[src/rtl/fetch_decode_if.sv]
// Issue bus between the fetch/decode stage and the register-file/data-memory stage.
// The stage drives the decoded fields and valid; the downstream stage drives ready.
interface fetch_decode_if;
    logic       issue_valid;
    logic       issue_ready;
    logic [1:0] select;
    logic [4:0] rdst1;
    logic [4:0] rdst2;
    logic [4:0] rsrc1;
    logic [4:0] rsrc2;
    logic [7:0] imm_value;
    logic [7:0] imm_value2;
    logic [4:0] src_address;
    logic [4:0] dst_address;

    modport master (
        output issue_valid, select, rdst1, rdst2, rsrc1, rsrc2,
               imm_value, imm_value2, src_address, dst_address,
        input  issue_ready
    );

    modport slave (
        input  issue_valid, select, rdst1, rdst2, rsrc1, rsrc2,
               imm_value, imm_value2, src_address, dst_address,
        output issue_ready
    );
endinterface

[src/rtl/fetch_decode.sv]
// Fetch/decode/issue stage: program memory with load port, pc, and an FSM that
// presents one decoded instruction at a time over a valid/ready issue bus.
module fetch_decode #(
    parameter int PC_W = 8
) (
    input  logic              clk,
    input  logic              rst,
    input  logic              start,
    input  logic              prog_we,
    input  logic [PC_W-1:0]   prog_addr,
    input  logic [15:0]       prog_data,
    fetch_decode_if.master    iss,
    output logic [PC_W-1:0]   pc,
    output logic              busy,
    output logic              halted
);

    typedef enum logic [2:0] {
        S_IDLE, S_FETCH, S_DECODE, S_FETCH2, S_DECODE2, S_ISSUE, S_HALTED
    } state_e;

    typedef enum logic [2:0] {
        OP_NOP, OP_LDI, OP_LDI2, OP_MOV, OP_LOAD, OP_STORE, OP_JMP, OP_HALT
    } op_e;

    typedef struct packed {
        logic [1:0] sel;
        logic [4:0] rdst1;
        logic [4:0] rdst2;
        logic [4:0] rsrc1;
        logic [4:0] rsrc2;
        logic [7:0] imm;
        logic [7:0] imm2;
        logic [4:0] src;
        logic [4:0] dst;
    } fields_t;

    // select=01 with all-zero indices is a harmless r0<-r0 move downstream.
    localparam fields_t FIELDS_RST = '{sel: 2'b01, default: '0};

    logic [15:0]     mem [2**PC_W];
    logic [15:0]     mem_rdata_q;
    logic            rd_en;

    state_e          state_q,  state_d;
    logic [PC_W-1:0] pc_q,     pc_d;
    logic            valid_q,  valid_d;
    logic            busy_q,   busy_d;
    logic            halted_q, halted_d;
    fields_t         fields_q, fields_d;
    logic [4:0]      w0_a_q,   w0_a_d;
    logic [7:0]      w0_b_q,   w0_b_d;

    op_e             op;
    logic [4:0]      fa;
    logic [7:0]      fb;

    // NOTE: program storage carries no reset so it maps onto RAM and survives rst.
    always_ff @(posedge clk) begin
        if (prog_we && (state_q == S_IDLE || state_q == S_HALTED))
            mem[prog_addr] <= prog_data;
        if (rd_en)
            mem_rdata_q <= mem[pc_q];
    end

    function automatic fields_t decode_single(op_e o, logic [4:0] a, logic [7:0] b);
        fields_t f;
        f = '0;
        case (o)
            OP_LDI: begin
                f.sel   = 2'b00;
                f.rdst1 = a;  f.rdst2 = a;  f.rsrc1 = a;  f.rsrc2 = a;
                f.imm   = b;  f.imm2  = b;
            end
            OP_MOV:   begin f.sel = 2'b01; f.rdst1 = a; f.rsrc1 = b[4:0]; end
            OP_LOAD:  begin f.sel = 2'b10; f.rdst1 = a; f.src   = b[4:0]; end
            OP_STORE: begin f.sel = 2'b11; f.rsrc1 = a; f.dst   = b[4:0]; end
            default:  f = FIELDS_RST;
        endcase
        return f;
    endfunction

    always_comb begin
        // NOTE: every signal gets a default first so no path infers a latch.
        state_d  = state_q;
        pc_d     = pc_q;
        valid_d  = valid_q;
        fields_d = fields_q;
        w0_a_d   = w0_a_q;
        w0_b_d   = w0_b_q;
        rd_en    = 1'b0;
        op       = op_e'(mem_rdata_q[15:13]);
        fa       = mem_rdata_q[12:8];
        fb       = mem_rdata_q[7:0];

        case (state_q)
            S_IDLE: if (start) state_d = S_FETCH;
            S_FETCH: begin
                rd_en   = 1'b1;
                pc_d    = pc_q + 1'b1;
                state_d = S_DECODE;
            end
            S_DECODE: begin
                case (op)
                    OP_NOP:  state_d = S_FETCH;
                    OP_JMP:  begin pc_d = fb[PC_W-1:0]; state_d = S_FETCH; end
                    OP_HALT: state_d = S_HALTED;
                    OP_LDI2: begin w0_a_d = fa; w0_b_d = fb; state_d = S_FETCH2; end
                    default: begin
                        fields_d = decode_single(op, fa, fb);
                        valid_d  = 1'b1;
                        state_d  = S_ISSUE;
                    end
                endcase
            end
            S_FETCH2: begin
                rd_en   = 1'b1;
                pc_d    = pc_q + 1'b1;
                state_d = S_DECODE2;
            end
            S_DECODE2: begin
                // Word1's op field is deliberately ignored.
                fields_d       = '0;
                fields_d.sel   = 2'b00;
                fields_d.rdst1 = w0_a_q;
                fields_d.rsrc1 = w0_a_q;
                fields_d.imm   = w0_b_q;
                fields_d.rdst2 = fa;
                fields_d.rsrc2 = fa;
                fields_d.imm2  = fb;
                valid_d        = 1'b1;
                state_d        = S_ISSUE;
            end
            S_ISSUE: begin
                if (iss.issue_ready) begin
                    valid_d = 1'b0;
                    state_d = S_FETCH;
                end
            end
            S_HALTED: state_d = S_HALTED;
            default:  state_d = S_IDLE;
        endcase

        busy_d   = !(state_d inside {S_IDLE, S_HALTED});
        halted_d = (state_d == S_HALTED);
    end

    // NOTE: sequential state uses non-blocking assignments only.
    always_ff @(posedge clk) begin
        if (rst) begin
            state_q  <= S_IDLE;
            pc_q     <= '0;
            valid_q  <= 1'b0;
            busy_q   <= 1'b0;
            halted_q <= 1'b0;
            fields_q <= FIELDS_RST;
            w0_a_q   <= '0;
            w0_b_q   <= '0;
        end else begin
            state_q  <= state_d;
            pc_q     <= pc_d;
            valid_q  <= valid_d;
            busy_q   <= busy_d;
            halted_q <= halted_d;
            fields_q <= fields_d;
            w0_a_q   <= w0_a_d;
            w0_b_q   <= w0_b_d;
        end
    end

    assign iss.issue_valid = valid_q;
    assign iss.select      = fields_q.sel;
    assign iss.rdst1       = fields_q.rdst1;
    assign iss.rdst2       = fields_q.rdst2;
    assign iss.rsrc1       = fields_q.rsrc1;
    assign iss.rsrc2       = fields_q.rsrc2;
    assign iss.imm_value   = fields_q.imm;
    assign iss.imm_value2  = fields_q.imm2;
    assign iss.src_address = fields_q.src;
    assign iss.dst_address = fields_q.dst;
    assign pc              = pc_q;
    assign busy            = busy_q;
    assign halted          = halted_q;

endmodule

[src/flat_wrapper.sv]
// flat-port wrapper written by rule: the top's interface ports become plain ports
module fetch_decode_flat 
#(
    parameter int PC_W = 8
)
  (clk, rst, start, prog_we, prog_addr, prog_data, pc, busy, halted, iss_issue_valid, iss_select, iss_rdst1, iss_rdst2, iss_rsrc1, iss_rsrc2, iss_imm_value, iss_imm_value2, iss_src_address, iss_dst_address, iss_issue_ready);
  fetch_decode_if iss_i ();
  input  logic clk;
  input  logic rst;
  input  logic start;
  input  logic prog_we;
  input  logic [PC_W-1:0] prog_addr;
  input  logic [15:0] prog_data;
  output logic [PC_W-1:0] pc;
  output logic busy;
  output logic halted;
  output wire logic [$bits(iss_i.issue_valid)-1:0] iss_issue_valid;
  output wire logic [$bits(iss_i.select)-1:0] iss_select;
  output wire logic [$bits(iss_i.rdst1)-1:0] iss_rdst1;
  output wire logic [$bits(iss_i.rdst2)-1:0] iss_rdst2;
  output wire logic [$bits(iss_i.rsrc1)-1:0] iss_rsrc1;
  output wire logic [$bits(iss_i.rsrc2)-1:0] iss_rsrc2;
  output wire logic [$bits(iss_i.imm_value)-1:0] iss_imm_value;
  output wire logic [$bits(iss_i.imm_value2)-1:0] iss_imm_value2;
  output wire logic [$bits(iss_i.src_address)-1:0] iss_src_address;
  output wire logic [$bits(iss_i.dst_address)-1:0] iss_dst_address;
  input wire logic [$bits(iss_i.issue_ready)-1:0] iss_issue_ready;
  assign iss_issue_valid = iss_i.issue_valid;
  assign iss_select = iss_i.select;
  assign iss_rdst1 = iss_i.rdst1;
  assign iss_rdst2 = iss_i.rdst2;
  assign iss_rsrc1 = iss_i.rsrc1;
  assign iss_rsrc2 = iss_i.rsrc2;
  assign iss_imm_value = iss_i.imm_value;
  assign iss_imm_value2 = iss_i.imm_value2;
  assign iss_src_address = iss_i.src_address;
  assign iss_dst_address = iss_i.dst_address;
  assign iss_i.issue_ready = iss_issue_ready;
  fetch_decode #(.PC_W(PC_W)) u_core (.clk(clk), .rst(rst), .start(start), .prog_we(prog_we), .prog_addr(prog_addr), .prog_data(prog_data), .iss(iss_i), .pc(pc), .busy(busy), .halted(halted));
endmodule
[config.mk]
export PLATFORM = sky130hd
export DESIGN_NAME = fetch_decode_flat
export DESIGN_NICKNAME = d
export VERILOG_FILES = /design/src/rtl/fetch_decode_if.sv /design/src/rtl/fetch_decode.sv /design/src/flat_wrapper.sv
export SDC_FILE = /design/constraint.sdc
export NUM_CORES = 2
export LEC_CHECK = 0
export CORE_MARGIN = 4
export CORE_UTILIZATION = 57
export CTS_CLUSTER_DIAMETER = 30
export DETAILED_ROUTE_END_ITERATION = 6
export GPL_TIMING_DRIVEN = 1
export PLACE_DENSITY_LB_ADDON = 0.12
export SYNTH_ARGS = -nofsm -noshare
export SYNTH_HDL_FRONTEND = slang
export SYNTH_SLANG_ARGS = --single-unit
[constraint.sdc]
create_clock -name clk -period 2.95 [get_ports clk]
set_clock_uncertainty 0.1 [all_clocks]
set_input_delay 0.295 -clock clk [delete_from_list [all_inputs] [get_ports clk]]
set_output_delay 0.295 -clock clk [all_outputs]
set_load 0.02 [all_outputs]
[Word level (Yosys, flattened, before mapping)]
Memory sizes are Yosys's and may differ from the RTL's. A register that Yosys moved wholly into a read port is not among the register bits.
Cells that the tools add are included.
Word-level totals
  register bits: 75
  memory bits (writable): 4096
  input port bits: 29
  output and inout bits: 59
  word-level logic and storage cells: 75
  memories: 1
Memories
  u_core.mem: words 256, bits a word 16, read ports 1, clocked after Yosys merged registers in 1, wr ports 1, RTL line fetch_decode.sv:41  | logic [15:0] mem [2**PC_W];
Operators by class
  add/sub/neg operators: 1
  equal/unequal tests: 17
  multiplexer cells: 21
  reductions and logical operators: 19
Operators with widths (count)
  48-bit case mux with 2 select lines: 1
  48-bit two-way mux: 1
  3-bit equality test (second input constant): 8
  21-bit two-way mux: 1
  3-bit case mux with 7 select lines: 1
  5-bit two-way mux: 4
  8-bit case mux with 2 select lines: 1
  3-bit by 2-bit equality test with 1-bit output (second input constant): 4
  5-bit case mux with 2 select lines: 1
  3-bit zero test: 3
  3-bit case mux with 3 select lines: 1
  8-bit by 1-bit adder with 8-bit output (second input constant): 1
  8-bit two-way mux: 1
  3-bit by 1-bit equality test with 1-bit output (second input constant): 2
  3-bit two-way mux: 2
  2-bit case mux with 3 select lines: 1
  2-bit AND reduction: 3
  2-bit nonzero test: 3
  2-bit OR reduction: 3
  1-bit two-way mux: 5
  2-bit inequality test (second input constant): 2
  4-bit OR reduction: 1
  1-bit case mux with 3 select lines: 1
  3-bit AND reduction: 1
  other kinds (6): 6

[Longest topological paths before layout]
  depth in word-level cells: 7
  gate-level depth with buffers: 13
  depth with buffers taken out: 6

[Worst setup path after synthesis]
OpenSTA, ideal clock, no wires.
  kind: reg2reg
  start point: reg u_core.state_q[2]
  end point: mem u_core.mem[118][0], enable pin
  setup time: 0.388 ns
  arrival time: 2.669 ns
  required time: 2.462 ns
  setup slack: -0.208 ns
  stages on the path, launching flop included: 8
  path buffers: 2
  period minus slack after synthesis: 3.158 ns
  path through: dfxtp_1 > clkbuf_1 > nor2b_1 > or4b_1 > nor3b_1 > nand3_1 > clkbuf_1 > nor2_1
On the way
  cells in the longest elaborated chain, start to end: 5
  elaborated cells on any way between the ends: 6
  those cells by class: eq/ne (1); mux (2); reduce/logical (3)
RTL lines
  from (decl): RTL line fetch_decode.sv:45  | state_e state_q, state_d;
  from (signal assigned): RTL line fetch_decode.sv:160  | state_q <= state_d;
  3-bit equality test or 3-bit zero test (tied branches): RTL line fetch_decode.sv:60  | if (prog_we && (state_q == S_IDLE || state_q == S_HALTED))
  1-bit logical OR (*): RTL line fetch_decode.sv:60
  1-bit logical AND (*): RTL line fetch_decode.sv:60
  1-bit two-way mux (*): RTL line fetch_decode.sv:60
  1-bit two-way mux (implied by the code) (*): RTL line fetch_decode.sv:61  | mem[prog_addr] <= prog_data;
  to (decl): RTL line fetch_decode.sv:41
Every way passes the cells marked *; elsewhere a longest branch is shown, timed or not.

==> impl_metrics.toml <==
[final_layout]
drive_gt1_frac = 0.381
final_common_cell = "edfxtp_1"
areaGrowthSynthToFinish_pct = 28.3
post-route-util = 0.735
multi_input_area_sq_um = 35100
fin_nets = 9300
seq_area_sq_um = 125000
layout_common_cells = "edfxtp_1, buf_4, mux4_2, clkbuf_16, buf_12"
fillers = 15700

[synthesis]
synth_edf_count = 4112
synth_seq_area_share = 0.773
syn_avg_cell_area_sq_um = 21.5
synthAdderAreaFrac = 0.0000775
yosys-top-cells-area = "edfxtp_1, mux4_2, mux2i_1"
synthArstFlopShare = 0
synthesis.area_sq_um = 161000
synth_top_family_by_area = "multiplexers"
syn_nets = 7530
synth_seq_cells = 4182
synthMuxAreaShare = 0.152
synth_xor_area_frac = 0.0000542
synth_top_area_share = 0.765
yosys.area_share.simple = 0.0182
syn_inst = 7500
ys_types = 85
yosysTopAreaCell = "edfxtp_1"
synthFlopType = "edfxtp_1"
synth_compound_area_frac = 0.0375
yosysWarningCount = 0

[placement]
hpwl_mm = 310
port-buffer-count = 87
place.gp.congestion = 0.937

[pwr]
finalPower_mw = 161
cellPowerDensity_nw_per_um2 = 775
ir_drop_v = 0.000687
cellLeakagePower_nw = 68.0

[run_status]
outcome = "complete, but fails checks"
violations = "negative setup slack"

[clocking]
clock_latency_ns = 1.06
cts_htree_levels = 6
cts_root_buf = "clkbuf_16"
clkSlewWorstSetupHoldPaths_ns = 0.05
cts_tree = "built"
clock-sinks = 4182
clockBufferDepth = 4
cts_made_buffers = 695

[global_routing]
grtUsageTotal = 0.346
grt_pass1_wl_mm = 706
grt_max_degree = 119
gr-total-overflow = 0
first_global_vias = 90600
antenna_found_initial = 35

[sta]
fin_crit_ns = 3.47
max_slew_margin = 0.292
fin_crit_sh = 1.17
setup_violations = 16
hold_viol = 0
timing.final.ws_setup_ns = -0.516
slew_violations = 0
worstMarginPinSlew_ns = 1.06
max_freq_ghz = 0.289
hold_ws_ns = 0.0726
rsz0062_at_grt = "yes"

[critical_path]
path_class = "flop to flop"
worstSetupStartpoint = "u_core.pc[0]$_SDFFE_PP0P_"
cp-end-kind = "flop"
reg2regPathDepth = 9
path_common_cell = "buf_12"
crit_chain = "buf_12 -> buf_16 -> buf_12 -> buf_12 -> mux4_2 -> o211ai_1 -> nand4_1 -> a211oi_4 -> o32ai_1"
cpPeakStageDelay_ns = 0.52
crit_slowest_cell = "mux4_2"
critPathMaxFanout = 6
crit_required_ns = 3.61
regToRegStartpoint = "u_core.pc[0]$_SDFFE_PP0P_"
start_kind = "flop"
arrival_ns = 4.13

[die]
ios = 88
fp.dieH_um = 540
core_sq_um = 282000
die_width_um = 540
start_util = 0.573
num_rows = 195
fp.dieArea_sq_um = 292000

[hold_path]
hold_class = "input port to flop"
worstHoldPathCells = 5
min_from = "start"

[routing]
drt_first_iter_violations = 15200
routed_wl_mm = 511
vias = 92400
first_pass_iters = 7
postRouteAntennaNets = 0
viasPerCell = 6.78
routedWlPerCell_um = 37.5
drc = 0

[flow_run]
drv_cap = 0
-- worst max-delay path, delay by kind of cell (launching register included) --
| family | cells | cell delay (ns) |
|---|---|---|
| mux | 1 | 0.52 |
| simple gates | 1 | 0.47 |
| buf+inv | 4 | 0.69 |
| flops | 1 | 0.45 |
| compound gates | 3 | 0.93 |
-- final cells by class --
cell class | instances | share of cell area
Antenna cell | 16 | 0.000193
Clock buffer | 772 | 0.0860
Clock inverter | 521 | 0.0325
Inverter | 8 | 0.000193
Multi-Input combinational cell | 2852 | 0.169
Sequential cell | 4182 | 0.603
Tap cell | 3743 | 0.0226
Timing Repair Buffer | 1531 | 0.0866
-- layer usage --
metal | part of all wire | global-route usage | vias to the layer above
li1 | - | - | 35600
met1 | 0.37 | 0.490 | 48400
met2 | 0.45 | 0.508 | 7202
met3 | 0.13 | 0.0976 | 1242
met4 | 0.050 | 0.156 | 14
met5 | 0.00020 | 0 | -
-- worst paths after layout --
kind	end	slack, ns
max	u_core.mem_rdata_q[10]$_DFFE_PN_	-0.52
min	u_core.state_q[0]$_SDFF_PP0_	0.07
max reg2reg	u_core.mem_rdata_q[10]$_DFFE_PN_	-0.52
min reg2reg	u_core.iss.imm_value2[3]$_SDFFE_PP0P_	0.35
-- state kept, by name, indices dropped and copies added (netlist names), 8 cells and up --
register and count:
u_core.iss.imm_value 8, u_core.mem_rdata_q 16, u_core.w0_b_q 8, u_core.iss.imm_value2 8, u_core.pc 8, u_core.mem 4096
-- synthesized netlist by cell type, drive strengths merged (14+ instances only) --
master  instances
a221o          19
edfxtp       4112
mux2i         398
o211ai         18
a21oi         235
nand3          58
nor3           18
o221ai         71
o22ai          32
a22oi         131
a22o           30
nor2          324
mux2           14
nand2         177
clkbuf        195
a221oi         89
nand2b         18
mux4          896
a211oi         39
o21ai          83
a31oi          26
buf           259
dfxtp          70
and2           16
nor2b          17
-- power breakdown --
group | total (mW) | internal [mW] | switching (mW)
sequential | 65.6 | 65.4 | 0.171
combinational | 11.5 | 5.27 | 6.27
clock | 83.5 | 53.4 | 30.1
total | 161 | 124 | 36.6
-- logic make-up (layout without fill, tap and decap cells) --
kind of cell	after synthesis	count (layout)
and+or+nand+nor	677	677
DFF	4182	4182
AOI/OAI and AO/OA	865	865
muxes	1308	1308
xor gates and xnor gates	1	1
adders and majority gates	1	1
buffers and inverters	466	2832
other	0	16
-- repair_timing --
item	4_1_cts	5_1_grt
gates resized for setup	259	140
buffers inserted	54	80
cloned	11	8
pin swaps	54	40
hold buffers	18	0
endpoints found under the setup margin	21	26
hold endpoints to repair	2627	0
-- through the flow --
stage / cell area [sq um] / setup WS [ns] / std cells / setup TNS, ns
2_1_floorplan: 162000 / -0.208 / 7500 / -136.93
3_3_place_gp: 179000 / -1.06 / 12200 / -131.39
3_5_place_dp: 179000 / -1.09 / 12200 / -107.13
4_1_cts: 206000 / -0.475 / 13500 / -5.47
5_1_grt: 207000 / -0.446 / 13600 / -5.86
6_report: 207000 / -0.516 / 13600 / -6.03
No activity file was read; power rests on OpenSTA's default activity.
